**src/rtl/riscv_imm_pkg.sv**
```systemverilog
// Shared immediate-format types, range limits and field masks for the instruction packer.
package riscv_imm_pkg;

    typedef enum logic [1:0] {
        IMM_I = 2'b00,
        IMM_S = 2'b01,
        IMM_B = 2'b10,
        IMM_J = 2'b11
    } imm_src_t;

    localparam int IMM_I_MIN = -2048;
    localparam int IMM_I_MAX = 2047;
    localparam int IMM_B_MIN = -4096;
    localparam int IMM_B_MAX = 4094;
    localparam int IMM_J_MIN = -1048576;
    localparam int IMM_J_MAX = 1048574;

    // Bits of the instruction word owned by the immediate in each format.
    localparam logic [31:0] MASK_I = 32'hFFF0_0000;
    localparam logic [31:0] MASK_S = 32'hFE00_0F80;
    localparam logic [31:0] MASK_B = 32'hFE00_0F80;
    localparam logic [31:0] MASK_J = 32'hFFFF_F000;

    function automatic logic [31:0] field_mask(input imm_src_t src);
        case (src)
            IMM_I:   return MASK_I;
            IMM_S:   return MASK_S;
            IMM_B:   return MASK_B;
            default: return MASK_J;
        endcase
    endfunction

endpackage

```
**src/rtl/imm_field_encode.sv**
```systemverilog
// Combinational scatter of a signed immediate into the I/S/B/J bit positions of a base word.
// Range/alignment flagging is present only when IMM_RANGE_CHECK_EN is defined.
module imm_field_encode
    import riscv_imm_pkg::*;
(
    input  logic [1:0]  i_imm_src,
    input  logic [31:0] i_imm,
    input  logic [31:0] i_base,
    output logic [31:0] o_word,
    output logic        o_err
);

    imm_src_t    w_src;
    logic [31:0] w_field;

    assign w_src = imm_src_t'(i_imm_src);

    always_comb begin
        w_field = '0;
        case (w_src)
            IMM_I:   w_field = {i_imm[11:0], 20'b0};
            IMM_S:   w_field = {i_imm[11:5], 13'b0, i_imm[4:0], 7'b0};
            IMM_B:   w_field = {i_imm[12], i_imm[10:5], 13'b0, i_imm[4:1], i_imm[11], 7'b0};
            default: w_field = {i_imm[20], i_imm[10:1], i_imm[11], i_imm[19:12], 12'b0};
        endcase
    end

    assign o_word = (i_base & ~field_mask(w_src)) | w_field;

`ifdef IMM_RANGE_CHECK_EN
    logic signed [31:0] w_imm_s;
    assign w_imm_s = $signed(i_imm);

    always_comb begin
        o_err = 1'b0;
        case (w_src)
            IMM_I, IMM_S: o_err = (w_imm_s < IMM_I_MIN) || (w_imm_s > IMM_I_MAX);
            IMM_B:        o_err = (w_imm_s < IMM_B_MIN) || (w_imm_s > IMM_B_MAX) || i_imm[0];
            default:      o_err = (w_imm_s < IMM_J_MIN) || (w_imm_s > IMM_J_MAX) || i_imm[0];
        endcase
    end
`else
    // Upper immediate bits only matter to the range check.
    logic w_unused_imm_hi;
    assign w_unused_imm_hi = ^i_imm[31:21];
    assign o_err = 1'b0;
`endif

endmodule

```
**src/rtl/instr_imm_packer.sv**
```systemverilog
// Packs immediates into instruction words and buffers them in a valid/ready FIFO with counters.
// Optional per-entry range/alignment flag when IMM_RANGE_CHECK_EN is defined.
module instr_imm_packer
    import riscv_imm_pkg::*;
#(
    parameter int DEPTH = 2,
    parameter int CNT_W = 16
) (
    input  logic             clk,
    input  logic             rst_n,
    input  logic             InValid,
    output logic             InReady,
    input  logic [1:0]       ImmSrc,
    input  logic [31:0]      ImmIn,
    input  logic [31:0]      BaseInstr,
    output logic             OutValid,
    input  logic             OutReady,
    output logic [31:0]      InstrOut,
    output logic             ImmErr,
    output logic [CNT_W-1:0] PackCount,
    output logic [CNT_W-1:0] ErrCount
);

    localparam int AW = $clog2(DEPTH);

    logic [AW:0]      r_wr_ptr;
    logic [AW:0]      r_rd_ptr;
    logic [31:0]      r_mem_word [DEPTH];
    logic             r_mem_err  [DEPTH];
    logic [31:0]      r_head_word;
    logic             r_head_err;
    logic [CNT_W-1:0] r_pack_cnt;
    logic [CNT_W-1:0] r_err_cnt;

    logic [31:0]      w_enc_word;
    logic             w_enc_err;
    logic [AW:0]      w_count;
    logic             w_empty;
    logic             w_full;
    logic             w_push;
    logic             w_pop;
    logic [AW-1:0]    w_rd_next_idx;
    logic [31:0]      w_head_word_next;
    logic             w_head_err_next;

    imm_field_encode u_encode (
        .i_imm_src (ImmSrc),
        .i_imm     (ImmIn),
        .i_base    (BaseInstr),
        .o_word    (w_enc_word),
        .o_err     (w_enc_err)
    );

    assign w_count       = r_wr_ptr - r_rd_ptr;
    assign w_empty       = (r_wr_ptr == r_rd_ptr);
    assign w_full        = (r_wr_ptr[AW] != r_rd_ptr[AW]) &&
                           (r_wr_ptr[AW-1:0] == r_rd_ptr[AW-1:0]);
    assign w_push        = InValid && !w_full;
    assign w_pop         = OutReady && !w_empty;
    assign w_rd_next_idx = r_rd_ptr[AW-1:0] + AW'(1);

    genvar gi;
    generate
        for (gi = 0; gi < DEPTH; gi++) begin : g_mem
            always_ff @(posedge clk) begin
                if (w_push && (r_wr_ptr[AW-1:0] == AW'(gi))) begin
                    r_mem_word[gi] <= w_enc_word;
                    r_mem_err[gi]  <= w_enc_err;
                end
            end
        end
    endgenerate

    // Registered head: a new value is loaded only on pop, or on push into an empty FIFO;
    // a push landing in the slot that becomes the head is bypassed straight from the encoder.
    always_comb begin
        w_head_word_next = r_head_word;
        w_head_err_next  = r_head_err;
        if (w_pop) begin
            if (w_count > (AW+1)'(1)) begin
                w_head_word_next = r_mem_word[w_rd_next_idx];
                w_head_err_next  = r_mem_err[w_rd_next_idx];
            end else if (w_push) begin
                w_head_word_next = w_enc_word;
                w_head_err_next  = w_enc_err;
            end
        end else if (w_empty && w_push) begin
            w_head_word_next = w_enc_word;
            w_head_err_next  = w_enc_err;
        end
    end

    always_ff @(posedge clk or negedge rst_n) begin
        if (!rst_n) begin
            r_wr_ptr    <= '0;
            r_rd_ptr    <= '0;
            r_head_word <= '0;
            r_head_err  <= 1'b0;
            r_pack_cnt  <= '0;
            r_err_cnt   <= '0;
        end else begin
            r_head_word <= w_head_word_next;
            r_head_err  <= w_head_err_next;
            if (w_push) begin
                r_wr_ptr   <= r_wr_ptr + (AW+1)'(1);
                r_pack_cnt <= r_pack_cnt + CNT_W'(1);
                if (w_enc_err && (r_err_cnt != {CNT_W{1'b1}})) begin
                    r_err_cnt <= r_err_cnt + CNT_W'(1);
                end
            end
            if (w_pop) begin
                r_rd_ptr <= r_rd_ptr + (AW+1)'(1);
            end
        end
    end

    assign InReady   = !w_full;
    assign OutValid  = !w_empty;
    assign InstrOut  = r_head_word;
    assign ImmErr    = r_head_err;
    assign PackCount = r_pack_cnt;
    assign ErrCount  = r_err_cnt;

endmodule

```
**config.mk**
```make
export PLATFORM = sky130hd
export DESIGN_NAME = instr_imm_packer
export DESIGN_NICKNAME = d
export VERILOG_FILES = /design/src/rtl/riscv_imm_pkg.sv /design/src/rtl/imm_field_encode.sv /design/src/rtl/instr_imm_packer.sv
export SDC_FILE = /design/constraint.sdc
export NUM_CORES = 1
export LEC_CHECK = 0
export ABC_CLOCK_PERIOD_IN_PS = 4950
export CAP_MARGIN = 25
export CORE_UTILIZATION = 53
export CTS_CLUSTER_SIZE = 30
export DETAILED_ROUTE_END_ITERATION = 10
export PLACE_DENSITY = 0.92
export SYNTH_ARGS = -nofsm -noshare
export SYNTH_HDL_FRONTEND = slang
export SYNTH_SLANG_ARGS = --single-unit
```
**constraint.sdc**
```tcl
create_clock -name clk -period 4.95 [get_ports clk]
set_input_delay 0.7425 -clock clk [delete_from_list [all_inputs] [get_ports clk]]
set_output_delay 0.7425 -clock clk [all_outputs]
set_load 0.02 [all_outputs]
```
## Yosys cells after proc, flatten, opt, wreduce, memory -nomap -nowiden

Memory sizes are Yosys's and may differ from the RTL's.
Cells that the tools add are included.

| storage, ports and cells | value |
|---|---|
| memory bits (writable) | 64 |
| flip-flop bits (word level) | 53 |
| logic and storage cells | 52 |
| input port bits | 70 |
| memories kept | 1 |
| output and inout port bits | 67 |

Memory list:

| name | words | width | read ports | clocked after Yosys merged registers in | wr ports | RTL line | RTL |
|---|---|---|---|---|---|---|---|
| r_mem_word | 2 | 32 | 1 | 0 | 1 | instr_imm_packer.sv:28 | `logic [31:0] r_mem_word [DEPTH];` |

| operators by class | value |
|---|---|
| add/sub/neg operators | 5 |
| order comparisons | 1 |
| bitwise operators | 4 |
| multiplexer cells | 17 |
| equal/unequal tests | 6 |
| reductions and logical operators | 13 |

Operators with widths:

| kind | count |
|---|---|
| $mux W32 | 5 |
| $pmux W32 S3 | 1 |
| $pmux W25 S2 | 1 |
| $and A32 B32 Y32 | 1 |
| $not A32 Y32 | 1 |
| $or A32 B32 Y32 | 1 |
| $reduce_or A32 Y1 | 1 |
| $add A16 B1 Y16 const B | 1 |
| $mux W1 | 10 |
| $logic_and A1 B1 Y1 | 6 |
| $add A2 B1 Y2 const B | 2 |
| $ne A3 B2 Y1 const B | 1 |
| $eq A2 B1 Y1 const B | 1 |
| $eq A2 B2 Y1 | 1 |
| $eq A2 B2 Y1 const B | 1 |
| $gt A2 B1 Y1 const B | 1 |
| $logic_not A1 Y1 | 2 |
| $logic_not A2 Y1 | 1 |
| $reduce_and A2 Y1 | 1 |
| $reduce_bool A2 Y1 | 1 |
| $reduce_or A2 Y1 | 1 |
| $sub A2 B2 Y2 | 1 |
| $add A1 B1 Y1 const B | 1 |
| $eq A1 B1 Y1 | 1 |
| 2 further kinds | 2 |

## Longest topological paths before layout

| logic depth | value |
|---|---|
| word-level depth | 9 |
| mapped depth | 8 |
| mapped depth without buffers | 6 |

## By module

A second synthesis with hierarchy kept.

| unflattened totals | value |
|---|---|
| cells, all modules | 424 |
| area total of the unflattened synthesis | 6157.2 um^2 |

By module, submodules not included:

| module | area an instance (um^2) | cells each | times used | sequential area each (um^2) |
|---|---|---|---|---|
| instr_imm_packer | 5700.5 | 365 | 1 | 3708.6 |
| imm_field_encode | 456.7 | 59 | 1 | 0.0 |

## Least setup slack after synthesis

Ideal clock, no wire load.

| timing path | value |
|---|---|
| path kind | register to register |
| start | register r_wr_ptr[0] |
| end | memory r_mem_word[1][0] (enable) |
| path slack | 2.033 ns |
| stages on the path, launching flop included | 6 |
| required time | 4.526 ns |
| clock period less this slack | 2.917 ns |
| buffers on the path | 0 |
| arrival | 2.493 ns |
| path through | dfrtp_1 inv_1 ha_1 inv_1 o21ai_1 nor2_1 |

| on the way | value |
|---|---|
| longest elaborated chain between the ends | 9 |
| elaborated cells between the ends (all ways) | 14 |
| classes of those cells | eq/ne: 1; mux: 6; bitwise: 1; reduce/logical: 6 |

Ends and longest elaborated chain:

| element | RTL line | RTL |
|---|---|---|
| from (decl) | instr_imm_packer.sv:26 | `logic [AW:0] r_wr_ptr;` |
| from (signal assigned) | instr_imm_packer.sv:105 | `r_wr_ptr <= r_wr_ptr + (AW+1)'(1);` |
| $eq A1 B1 Y1 | instr_imm_packer.sv:57 | `(r_wr_ptr[AW-1:0] == r_rd_ptr[AW-1:0]);` |
| $logic_and A1 B1 Y1 | instr_imm_packer.sv:56 | `assign w_full = (r_wr_ptr[AW] != r_rd_ptr[AW]) &&` |
| $logic_not A1 Y1 | instr_imm_packer.sv:58 | `assign w_push = InValid && !w_full;` |
| $logic_and A1 B1 Y1 | instr_imm_packer.sv:58 |  |
| $logic_and A1 B1 Y1 | instr_imm_packer.sv:66 | `if (w_push && (r_wr_ptr[AW-1:0] == AW'(gi))) begin` |
| $mux W1 | instr_imm_packer.sv:66 |  |
| $mux W1 | - |  |
| $reduce_or A32 Y1 (no line) | - |  |
| $mux W1 (no line) | - |  |
| to (decl) | instr_imm_packer.sv:28 |  |

Parallel ways exist; a longest one is shown, timed or not.

## Final worst setup path

| timing path | value |
|---|---|
| start | register r_wr_ptr[0] |
| end | output OutValid |

| on the way | value |
|---|---|
| longest elaborated chain between the ends | 2 |

Ends and longest elaborated chain:

| element | RTL line | RTL |
|---|---|---|
| $eq A2 B2 Y1 | instr_imm_packer.sv:55 | `assign w_empty = (r_wr_ptr == r_rd_ptr);` |
| $logic_not A1 Y1 | instr_imm_packer.sv:118 | `assign OutValid = !w_empty;` |
| to (decl) | instr_imm_packer.sv:16 | `output logic OutValid,` |

Every way passes these cells.

==> impl_metrics.yaml <==
floorplanning:
  die-area_mm2: 0.0107
  die-width_um: 103
  initial_core_util_pct: 55.0
  num_io_pins: 137
  coreArea_mm2: 0.00986
  rows: 36
  die_h_um: 103
worst_setup_path:
  startpoint: "r_wr_ptr[0]"
  crit_path_start_kind: "flop"
  reg2reg_depth: 5
  r2r-end: "InstrOut[11]"
  cp_top_family: "buffers and inverters"
  timing.rr.start: "r_wr_ptr[0]"
  critPathSlowestCell: "clkdlybuf4s50_1"
  worstPathRequired_ns: 4.21
  endpoint_kind: "output pin"
  cp_cell_sequence: "inv_1 > ha_1 > nand2_1 > clkdlybuf4s50_1"
  critPathMaxStageDelay_ns: 0.63
  arrival_ns: 2.22
  reg2reg_slack_ns: 2.22
  cp-endpoint: "OutValid"
  cp.depth: 4
  worst-path-buf-inv: 2
  worstSetupPathType: "flop to output pin"
  crit_fanout: 7
yosys:
  yosys_register_bits: 116
  yosys_warnings: 0
  synth_top_area_cell: "edfxtp_1"
  ys_seq_area_share_pct: 59.4
  syn_area_mm2: 0.00543
  synth_top_cells_by_area: "edfxtp_1 (35%), dfrtp_1 (24%), mux2_2 (9.5%)"
  synth_top_area_share_pct: 35.4
  netlist_instances: 370
  synth_cell_types: 40
  synth_area_per_cell_um2: 14.7
clock_network:
  cts_root_buf: "clkbuf_8"
  cts_resized: 0
  clock_path_buffers: 2
  holdBufCountCts: 0
  path_clk_slew_ns: 0.06
  clock-sinks: 116
  cts_made_buffers: 17
  cts_setup_buffers: 0
  cts_tree: "built"
  cts_htree_levels: 4
  clock_latency_ns: 0.51
cells_and_area:
  final_common_cell: "clkdlybuf4s50_1"
  fill_cells: 640
  drive_gt1_share_pct: 23.1
  syn_to_final_growth_pct: 31.3
  final_nets: 557
  multi_input_area_mm2: 0.00197
  ff_latch_area_mm2: 0.00322
  insertedDiodeCount: 0
  layout_common_cells: "clkdlybuf4s50_1 (100), edfxtp_1 (64), dfrtp_1 (51)"
sta:
  rsz0062_at_grt: "false"
  finalClockSkew_ns: 0.0141
  final-hold-violation-count: 0
  timing.final.ws_setup_ns: 1.98
  timing.setup.tns_ns: 0
  fin_worst_hold_slack_ns: 0.362
  tightest_slew_ns: 0.978
  slew_viol_final: 0
  period_share_pct: 59.9
  setup_viol: 0
  fin_crit_ns: 2.97
  fmax_mhz: 337
  slew_headroom_pct: 34.6
power_and_ir_drop:
  clkPwrFrac_pct: 25.0
  power_switching_mw: 1.65
  power_mw: 4.96
  p_leak_nw: 2.97
  intPower_mw: 3.31
  vdd_drop_max_v: 0.000434
  p_comb_share_pct: 43.1
  p_seq_share_pct: 31.9
  powerDensity_mw_per_mm2: 696
  switching_share_pct: 33.3
grt:
  antenna_found_initial: 0
  grt_first_pass_wirelength_um: 17000
  grt_max_degree: 53
  grt_usage_pct: 21.8
  grt_pass1_vias: 3555
  gr-total-overflow: 0
drt:
  drcViolationCount: 0
  drt_first_pass_iters: 4
  avgViaCountPerCell: 5.23
  antenna_left: 0
  totalWireLength_um: 10700
  drt_iter0_markers: 90
  wl_per_cell_um: 17.1
  vias: 3280
worst_hold_path:
  worst_hold_path_type: "input pin to async pin"
place:
  pre_cts_ws_ns: 1.82
  dp_hpwl_um: 6800
  gp_congestion: 0.759
  portBuffers: 101
status:
  status: "completed"
run:
  max-cap-violations: 0
layout make-up:
cell class	count	share of cell area [%]
clock buffers	19	5.91
clock inverters	13	2.58
inverters	29	1.53
multi-input cells	212	27.6
flip-flops and latches	116	45.2
well taps	133	2.33
repair buffers	105	14.8
cell families after synthesis:
| kind of cell | after synthesis | share of synthesized area, % |
|---|---|---|
| compound gates | 22 | 3.36 |
| flops | 116 | 59.4 |
| buf+inv | 58 | 5.74 |
| fa+ha+maj | 6 | 1.38 |
| simple gates | 41 | 3.85 |
| xor+xnor | 21 | 3.53 |
| other cells | 1 | 0.0691 |
| mux | 105 | 22.7 |
per-stage QoR:
step	std cells	area (um^2)	utilization (%)
2_1_floorplan	386	5490	-
3_3_place_gp	594	6500	65.9
3_5_place_dp	594	6500	65.9
4_1_cts	626	7100	72.0
5_1_grt	627	7130	72.3
6_report	627	7130	72.3
power groups by stage:
| stage | logic (mW) | clock network, mW | registers (mW) |
|---|---|---|---|
| 2_1_floorplan | 1.31 | 0 | 1.75 |
| 3_3_place_gp | 2.06 | 0 | 1.57 |
| 3_5_place_dp | 2.12 | 0 | 1.60 |
| 4_1_cts | 2.15 | 1.26 | 1.59 |
| 5_1_grt | 2.28 | 1.30 | 1.62 |
| 6_report | 2.14 | 1.24 | 1.58 |
synth_stat cells:
library cell  number
edfxtp_1          64
dfrtp_1           52
mux2_2            46
mux2i_1           34
inv_1             29
mux2_4            25
buf_4             20
nand2_1           14
xnor2_1           10
xor2_1            10
nand3_1            7
ha_1               6
a22o_1             4
a2bb2oi_1          4
and3_1             4
nor2_1             4
nor4_1             4
a21oi_1            3
buf_2              3
a22oi_1            2
buf_1              2
buf_6              2
clkbuf_1           2
nor3_1             2
o21ai_0            2
a21boi_0           1
and2b_2            1
and3b_2            1
and4_1             1
conb_1             1
nand4_1            1
nor2b_1            1
o211a_1            1
o211ai_1           1
o21ai_1            1
o21ba_2            1
o22ai_1            1
o311ai_4           1
or2_2              1
xnor2_2            1
registers in the layout, summed over array words and instances (netlist names):
register    flops
r_wr_ptr        2
PackCount      16
InstrOut       32
r_rd_ptr        2
r_mem_word     64
routing by layer:
metal	vias to the layer above	track usage (%)	share of wire (%)
met1	1643	25.1	42
li1	1523	-	-
met5	-	0	0
met2	99	39.6	53
met3	15	5.31	3.7
met4	0	7.48	1.4
how the worst min path moves through the flow:
stage	start	to	slack, ns	cells after the start
floorplan	rst_n	InstrOut[0]	0.45	0
global placement	PackCount[15]	PackCount[15]	0.46	1
detailed placement	PackCount[5]	PackCount[5]	0.49	1
CTS	rst_n	InstrOut[10]	0.40	2
global route	rst_n	InstrOut[10]	0.44	2
finish	rst_n	InstrOut[10]	0.36	2
Note: power is estimated with default switching activity, not from simulation.
